$ cat config.mk
export PLATFORM = sky130hd
export DESIGN_NAME = game_logic
export DESIGN_NICKNAME = d
export VERILOG_FILES = /design/src/rtl/game_logic.sv
export SDC_FILE = /design/constraint.sdc
export NUM_CORES = 1
export LEC_CHECK = 0
export CAP_MARGIN = 20
export CORE_ASPECT_RATIO = 1.25
export CORE_MARGIN = 3
export CORE_UTILIZATION = 58
export CTS_CLUSTER_SIZE = 12
export DETAILED_ROUTE_END_ITERATION = 8
export PLACE_DENSITY = 0.82
export SLEW_MARGIN = 40
export SYNTH_ARGS = -nofsm -noshare
export SYNTH_HDL_FRONTEND = slang
export SYNTH_SLANG_ARGS = --single-unit
$ cat constraint.sdc
create_clock -name i_clk -period 4.2 [get_ports i_clk]
set_input_delay 0.84 -clock i_clk [delete_from_list [all_inputs] [get_ports i_clk]]
set_output_delay 0.84 -clock i_clk [all_outputs]
set_load 0.02 [all_outputs]
$ cat src/rtl/game_logic.sv
// Frame-based target game: two tracked player boxes chase a bouncing square target,
// scoring on overlap, and the result is composited over the camera pixel stream.
module game_logic #(
    parameter int H_ACT       = 640,
    parameter int V_ACT       = 480,
    parameter int TGT_SIZE    = 32,
    parameter int SPEED       = 4,
    parameter int GAME_FRAMES = 1800
) (
    input  logic        i_clk,
    input  logic        i_rst_n,
    input  logic        predict_valid,
    input  logic        start,
    input  logic        enter_game,
    input  logic        ThisFrameEnd,
    input  logic [10:0] left  [2],
    input  logic [10:0] right [2],
    input  logic [10:0] up    [2],
    input  logic [10:0] down  [2],
    input  logic [10:0] x,
    input  logic [10:0] y,
    input  logic [7:0]  i_rgb [3],
    output logic [7:0]  o_rgb [3]
);

    localparam int TW = $clog2(GAME_FRAMES + 1);
    localparam logic [10:0] TX0 = 11'((H_ACT - TGT_SIZE) / 2);
    localparam logic [10:0] TY0 = 11'((V_ACT - TGT_SIZE) / 2);
    localparam logic signed [11:0] STEP  = 12'(SPEED);
    localparam logic signed [11:0] X_LIM = 12'(H_ACT - TGT_SIZE);
    localparam logic signed [11:0] Y_LIM = 12'(V_ACT - TGT_SIZE);
    localparam logic [11:0] TGT_W = 12'(TGT_SIZE);
    localparam logic [11:0] H_W   = 12'(H_ACT);

    typedef enum logic [1:0] {IDLE, PLAY, OVER} state_t;

    state_t        state_q, state_d;
    logic [7:0]    score_q [2];
    logic [7:0]    score_d [2];
    logic [TW-1:0] timer_q, timer_d;
    logic [10:0]   left_q [2], right_q [2], up_q [2], down_q [2];
    logic [10:0]   left_d [2], right_d [2], up_d [2], down_d [2];
    logic [10:0]   tx_q, tx_d, ty_q, ty_d;
    logic          vx_neg_q, vx_neg_d, vy_neg_q, vy_neg_d;
    logic [15:0]   lfsr_q, lfsr_d;

    logic          box_valid [2];
    logic          hit [2];
    logic          on_box [2];
    logic [11:0]   tx_end, ty_end, xmove, ymove, bar0_end, bar1_start;
    logic          in_top, in_tgt;

    function automatic logic [7:0] sat_inc(input logic [7:0] s);
        return (s == 8'hFF) ? s : s + 8'd1;
    endfunction

    // Returns {moving_negative, new_position}; bounces off either wall.
    function automatic logic [11:0] move_axis(input logic [10:0] pos, input logic neg,
                                              input logic signed [11:0] lim);
        logic signed [11:0] sum;
        sum = $signed({1'b0, pos}) + (neg ? -STEP : STEP);
        if (sum > lim) return {1'b1, lim[10:0]};
        if (sum < 12'sd0) return {1'b0, 11'd0};
        return {neg, sum[10:0]};
    endfunction

    assign tx_end = {1'b0, tx_q} + TGT_W - 12'd1;
    assign ty_end = {1'b0, ty_q} + TGT_W - 12'd1;

    always_comb begin
        for (int p = 0; p < 2; p++) begin
            box_valid[p] = (left_q[p] <= right_q[p]) && (up_q[p] <= down_q[p]);
            hit[p] = box_valid[p] && ({1'b0, left_q[p]} <= tx_end) && (right_q[p] >= tx_q)
                     && ({1'b0, up_q[p]} <= ty_end) && (down_q[p] >= ty_q);
        end
    end

    always_comb begin
        state_d  = state_q;
        score_d  = score_q;
        timer_d  = timer_q;
        left_d   = left_q;
        right_d  = right_q;
        up_d     = up_q;
        down_d   = down_q;
        tx_d     = tx_q;
        ty_d     = ty_q;
        vx_neg_d = vx_neg_q;
        vy_neg_d = vy_neg_q;
        xmove    = '0;
        ymove    = '0;
        // Fibonacci LFSR, taps 16,14,13,11 in right-shift form
        lfsr_d   = {lfsr_q[0] ^ lfsr_q[2] ^ lfsr_q[3] ^ lfsr_q[5], lfsr_q[15:1]};

        if (predict_valid) begin
            left_d  = left;
            right_d = right;
            up_d    = up;
            down_d  = down;
        end

        case (state_q)
            IDLE: begin
                if (start && enter_game) begin
                    state_d  = PLAY;
                    score_d  = '{8'd0, 8'd0};
                    timer_d  = TW'(GAME_FRAMES);
                    tx_d     = TX0;
                    ty_d     = TY0;
                    vx_neg_d = 1'b0;
                    vy_neg_d = 1'b0;
                end
            end
            PLAY: begin
                if (!enter_game) begin
                    state_d = IDLE;
                end else if (ThisFrameEnd) begin
                    for (int p = 0; p < 2; p++) begin
                        if (hit[p]) score_d[p] = sat_inc(score_q[p]);
                    end
                    if (hit[0] || hit[1]) begin
                        tx_d     = {2'b0, lfsr_q[8:0]};
                        ty_d     = {3'b0, lfsr_q[15:8]} + 11'd64;
                        vx_neg_d = lfsr_q[0];
                        vy_neg_d = lfsr_q[1];
                    end else begin
                        xmove    = move_axis(tx_q, vx_neg_q, X_LIM);
                        ymove    = move_axis(ty_q, vy_neg_q, Y_LIM);
                        tx_d     = xmove[10:0];
                        vx_neg_d = xmove[11];
                        ty_d     = ymove[10:0];
                        vy_neg_d = ymove[11];
                    end
                    timer_d = timer_q - TW'(1);
                    if (timer_q == TW'(1)) state_d = OVER;
                end
            end
            OVER: begin
                if (!enter_game) state_d = IDLE;
            end
            default: state_d = IDLE;
        endcase
    end

    always_ff @(posedge i_clk) begin
        if (!i_rst_n) begin
            state_q  <= IDLE;
            score_q  <= '{8'd0, 8'd0};
            timer_q  <= '0;
            left_q   <= '{11'd0, 11'd0};
            right_q  <= '{11'd0, 11'd0};
            up_q     <= '{11'd0, 11'd0};
            down_q   <= '{11'd0, 11'd0};
            tx_q     <= TX0;
            ty_q     <= TY0;
            vx_neg_q <= 1'b0;
            vy_neg_q <= 1'b0;
            lfsr_q   <= 16'hACE1;
        end else begin
            state_q  <= state_d;
            score_q  <= score_d;
            timer_q  <= timer_d;
            left_q   <= left_d;
            right_q  <= right_d;
            up_q     <= up_d;
            down_q   <= down_d;
            tx_q     <= tx_d;
            ty_q     <= ty_d;
            vx_neg_q <= vx_neg_d;
            vy_neg_q <= vy_neg_d;
            lfsr_q   <= lfsr_d;
        end
    end

    // Pixel compositor: score bars, box outlines, target, then camera.
    always_comb begin
        bar0_end   = {3'b0, score_q[0], 1'b0};
        bar1_start = H_W - {3'b0, score_q[1], 1'b0};
        in_top     = (y < 11'd8);
        in_tgt     = (x >= tx_q) && ({1'b0, x} < {1'b0, tx_q} + TGT_W)
                     && (y >= ty_q) && ({1'b0, y} < {1'b0, ty_q} + TGT_W);
        for (int p = 0; p < 2; p++) begin
            on_box[p] = box_valid[p] &&
                        ((((x == left_q[p]) || (x == right_q[p])) && (y >= up_q[p]) && (y <= down_q[p])) ||
                         (((y == up_q[p]) || (y == down_q[p])) && (x >= left_q[p]) && (x <= right_q[p])));
        end

        if (state_q == OVER) begin
            for (int c = 0; c < 3; c++) o_rgb[c] = i_rgb[c] >> 1;
        end else begin
            o_rgb = i_rgb;
        end

        if (state_q != IDLE && in_top && ({1'b0, x} < bar0_end)) begin
            o_rgb = '{8'hFF, 8'hFF, 8'h00};
        end else if (state_q != IDLE && in_top && ({1'b0, x} >= bar1_start)) begin
            o_rgb = '{8'h00, 8'hFF, 8'hFF};
        end else if (state_q != OVER && on_box[0]) begin
            o_rgb = '{8'h00, 8'hFF, 8'h00};
        end else if (state_q != OVER && on_box[1]) begin
            o_rgb = '{8'h00, 8'h00, 8'hFF};
        end else if (state_q == PLAY && in_tgt) begin
            o_rgb = '{8'hFF, 8'h00, 8'h00};
        end
    end

endmodule

# == Word level (Yosys, flattened, before mapping) ==
# Cells that the tools add are included.
# op_classes
bitwise,3
n_lt_le_gt_ge,31
shifts,0
addsub,11
n_mux,75
n_reduce_logical,46
n_eq_ne,26
n_mul,0
div_mod_pow,0
# op_table
op,count
2-to-1 mux 24 bit,6
2-to-1 mux 11 bit,11
2-to-1 mux 12 bit,10
greater-or-equal comparator 11 bit,10
equality test 11 bit,8
less-or-equal comparator 11 bit,8
one-hot mux 11 bit (2 select lines),3
less-or-equal comparator 11 x 12 -> 1 bit,4
2-to-1 mux 16 bit,3
2-to-1 mux 8 bit,4
one-hot mux 16 bit (2 select lines),1
logical AND 1 bit,30
2-to-1 mux 1 bit,29
"adder 11 x 6 -> 12 bit, second input constant",2
adder 12 bit,2
< comparator 11 x 12 -> 1 bit,2
"< comparator 12 x 1 -> 1 bit, second input constant",2
"subtractor 12 x 1 -> 12 bit, second input constant",2
"!= test 2 bit, second input constant",9
"adder 8 x 1 -> 8 bit, second input constant",2
"equality test 8 bit, second input constant",2
greater-or-equal comparator 11 x 12 -> 1 bit,1
"> comparator 12 x 10 -> 1 bit, second input constant",1
"> comparator 12 x 11 -> 1 bit, second input constant",1
20 further kinds,39
# word_totals
mem_bits_rw,0
ff_bits,157
memories,0
latch_bits,0
output_inout_bits,24
word_cells,209
mem_bits_ro,0

# == Longest topological paths before layout ==
# Gate-level depths: netlist (run 1).
# logic_depth
word_depth,23
ltp_mapped,18

# == Worst setup path before layout (run 1) ==
# OpenSTA, ideal clock, no wires.
# synth_path
path_kind,input port to output port
from,input port x[1]
to,output port o_rgb[23] (netlist name)
setup_slack_ns,-0.033
stages,11
arrival_ns,3.393
path_buffers,1
cell_sequence,ha_1 -> nor2b_1 -> o21a_1 -> o21ai_0 -> a21oi_1 -> o31a_1 -> o311a_1 -> o211a_1 -> or2_2 -> clkbuf_1 -> o31ai_1
# synth_rtl
item,line,rtl
"start, declared",20,"input logic [10:0] x,"
"end, declared",23,output logic [7:0] o_rgb [3]

==> metrics.txt, run 1 <==
outcome=complete, but fails checks; violated checks=setup timing; Seq pwr share=0.359; Worst setup SP type=input port; layout cells sized above 1=0.201; flops & latches, synth=157; CP Cell Sequence=dlygate4sd2_1 > buf_6 > ha_1 > and3_4 > nand4_1 > a21oi_1 > nor3_1 > a21oi_2 > nor3_4 > o211a_1 > nor3_4 > buf_6 > o21ai_1 > buf_4; fin crit period=4230 ps; drt total wl=51800 um; Crit Path Class=input port to output pin; final cycle utilization of the critical path=1.01; PD cells=237 nW/um^2; Non-Filler Instances=2416; CP max-delay cell=a21oi_2; clock sink total=157; top_reg_cell synth=dfxtp_1; NetSw=1.52 mW; worst skew pair latency=450 ps; crit path launch=x[5]; final-report hold violation count=0; CTS max path bufs=2; Chip Height=183 um; DPL Wire Length=39400 um; total grt overflow=0; utilization after layout=0.787; die area=27000 sq um; unrepaired setup endpoints after global routing=yes; number of fill cells=1739; Min-Delay Path Class=register to register; R2R Setup Slk=100 ps; final setup fails=6; Worst Skew=10.1 ps; DP Area=17800 sq um; Worst VDD drop=0.260 mV; Wirelength per Cell=21.4 um; placed cells=2367; Final WS setup=-33.8 ps; cells after synthesis=1733; Mapped Area=14500 sq um; Switching Fraction=0.331; Logic pwr share=0.316; Ports=164; DRT iter0 DRCs=1006; H-tree level count=4; Critical R2R Launch=tx_q[5]; Max Transition Viols Final=0; Post-synth EDFFs=0; Vias=15100; Max Cap Violations=0; cell area after layout=19400 sq um; Post-synth ARST share=0; highest clock rate=236 MHz; syn_nets=2176; CP peak stage delay=310 ps; DRC errors left=0; gp weighted congestion=1.07; end of the worst register-to-register path=ty_q[7]; relative slew slack=0.454; CTS tree=yes; largest net degree at the start of global routing=109; Syn-to-layout area delta=33.1%; IO Port Bufs=163; vias in the first global route=14900; antenna diode count=0; Crit. End Element=output pin; first-pass iteration count of the detailed router=7; DRT antenna net count=0; count of different cell masters after synthesis=81; Die X=148 um; site row count=64; leak pwr=8.70 nW; Syn Area/Cell=8.39 sq um; WHS Endpoint=lfsr_q[8]; Total GRT Usage=0.359; arrival time at the worst endpoint=3390 ps; sequential area share after synthesis=0.216; Pint=3.07 mW; area of the multi-input gates=11500 sq um; clock power share=0.325; crit path max fanout=8; cts bufs inserted=17; initial antenna violation count=0; Hold WS=461 ps; Vias/cell=6.26; core area=24600 sq um; hold path start=lfsr_q[9]; total power=4.59 mW; Root Buffer=clkbuf_16; Storage cell area=3140 sq um; synth warn=0; Req. time, crit path=3360 ps; Worst Reg-to-Reg Cells=23; clock slew at reported path FFs=70 ps; first-pass GRT wire length=77500 um; hold path depth=1; Slew @ Worst Pin=819 ps; # nets final=2517; initial core utilization=0.592
==> layout by cell type, fill, tap and decap left out, types with 13 or more instances in the layout <==
| cell type | netlist | final |
|---|---|---|
| mux2i_1 | 110 | 110 |
| buf_4 | 2 | 203 |
| o21ai_2 | 0 | 14 |
| nor3_1 | 38 | 28 |
| o21ai_1 | 1 | 19 |
| o21a_1 | 31 | 31 |
| ha_1 | 301 | 271 |
| and2_1 | 15 | 15 |
| nor2b_1 | 25 | 24 |
| clkdlybuf4s50_1 | 0 | 116 |
| a21oi_2 | 2 | 14 |
| ha_4 | 0 | 28 |
| a21o_1 | 25 | 25 |
| buf_6 | 1 | 23 |
| clkbuf_16 | 0 | 18 |
| inv_1 | 143 | 141 |
| nor2_1 | 159 | 154 |
| xor2_1 | 16 | 16 |
| dfxtp_1 | 157 | 157 |
| nand2_1 | 93 | 92 |
| o21ai_0 | 77 | 44 |
| nand4_1 | 36 | 36 |
| nand3_1 | 65 | 62 |
| a31oi_1 | 14 | 13 |
| a211oi_1 | 18 | 13 |
| o211ai_1 | 14 | 14 |
| nand2b_1 | 19 | 18 |
| a211o_1 | 14 | 14 |
| xnor2_1 | 36 | 33 |
| a21oi_1 | 99 | 85 |
==> routing by layer <==
layer	up-vias	share of wire	global-route usage
met5	-	0	0
met4	0	0.078	0.219
met3	278	0.065	0.0522
met2	704	0.48	0.628
met1	7086	0.38	0.412
li1	7063	-	-
==> cell families after synthesis <==
kind of cell    Yosys count  share of synthesized area
simple gates            507                      0.171
compound gates          408                      0.190
fa+ha+maj               303                      0.262
buf+inv                 191                     0.0508
flops                   157                      0.216
mux                     115                     0.0798
xor+xnor                 52                     0.0313
==> what timing repair did <==
item,4_1_cts,5_1_grt
endpoints found under the setup margin,25,48
setup buffers,12,8
resized for setup,226,158
hold buffers,0,0
pin swaps,44,63
gates cloned,0,1
==> worst max-delay path: cells and delay by family <==
kind	cells	cell delay, ps
AOI/OAI and AO/OA	4	800
buffers and inverters	4	730
and+or+nand+nor	5	730
adders and majority gates	1	280
==> power by group through the flow <==
stage / sequential [mW] / combinational (mW) / clock (mW)
finish: 1.65 / 1.45 / 1.49
global route: 1.65 / 1.57 / 1.54
CTS: 1.64 / 1.30 / 1.48
detailed placement: 1.67 / 1.25 / 0
global placement: 1.67 / 1.21 / 0
floorplan: 1.65 / 0.725 / 0
==> how the worst max path moves through the flow <==
stage,slack (ps),end,cells past startpoint
after floorplan,40,o_rgb[16],11
after global placement,-1030,o_rgb[0],13
after detailed placement,-1120,o_rgb[7],13
after CTS,-10,o_rgb[6],14
after global routing,-90,o_rgb[13],14
final,-30,o_rgb[13],14
==> state kept, by name (all words and copies together) (netlist names) <==
signal,count
state_q,2
vx_neg_q,1
left_q,22
bar0_end,8
lfsr_q,16
ty_q,11
score_q,8
down_q,22
vy_neg_q,1
tx_q,11
up_q,22
right_q,22
timer_q,11
==> Yosys cell counts, types with 19 or more instances <==
library cell,number,share of area
ha_1,301,0.26
nor2_1,159,0.041
dfxtp_1,157,0.22
inv_1,143,0.037
mux2i_1,110,0.076
a21oi_1,99,0.034
nand2_1,93,0.024
o21ai_0,77,0.026
nand3_1,65,0.022
nor3_1,38,0.013
nand4_1,36,0.015
xnor2_1,36,0.022
clkbuf_1,31,0.0080
o21a_1,31,0.016
a21o_1,25,0.013
nor2b_1,25,0.011
nand2b_1,19,0.0082
==> per-stage QoR <==
stage	setup TNS, ps	worst slack [ps]
6_report	-105	-33.8
2_1_floorplan	0	36.4
4_1_cts	-49.4	-14.7
3_5_place_dp	-24470	-1120
3_3_place_gp	-23610	-1030
5_1_grt	-1050	-94.7
==> cell type report <==
type / count / share of cell area
clock buffer: 19 / 0.0224
clock inverter: 12 / 0.00517
inverter: 146 / 0.0285
multi-input combinational: 1385 / 0.595
sequential: 157 / 0.162
tap: 330 / 0.0213
timing repair buffer: 367 / 0.165
(Power assumes the default switching activity.)
==> run 2, diff against run 1 <==
CTS_CLUSTER_SIZE = 16   (was 12)
==> results of run 2 <==
The final DEF is identical to that of run 1; final timing and power are the same.
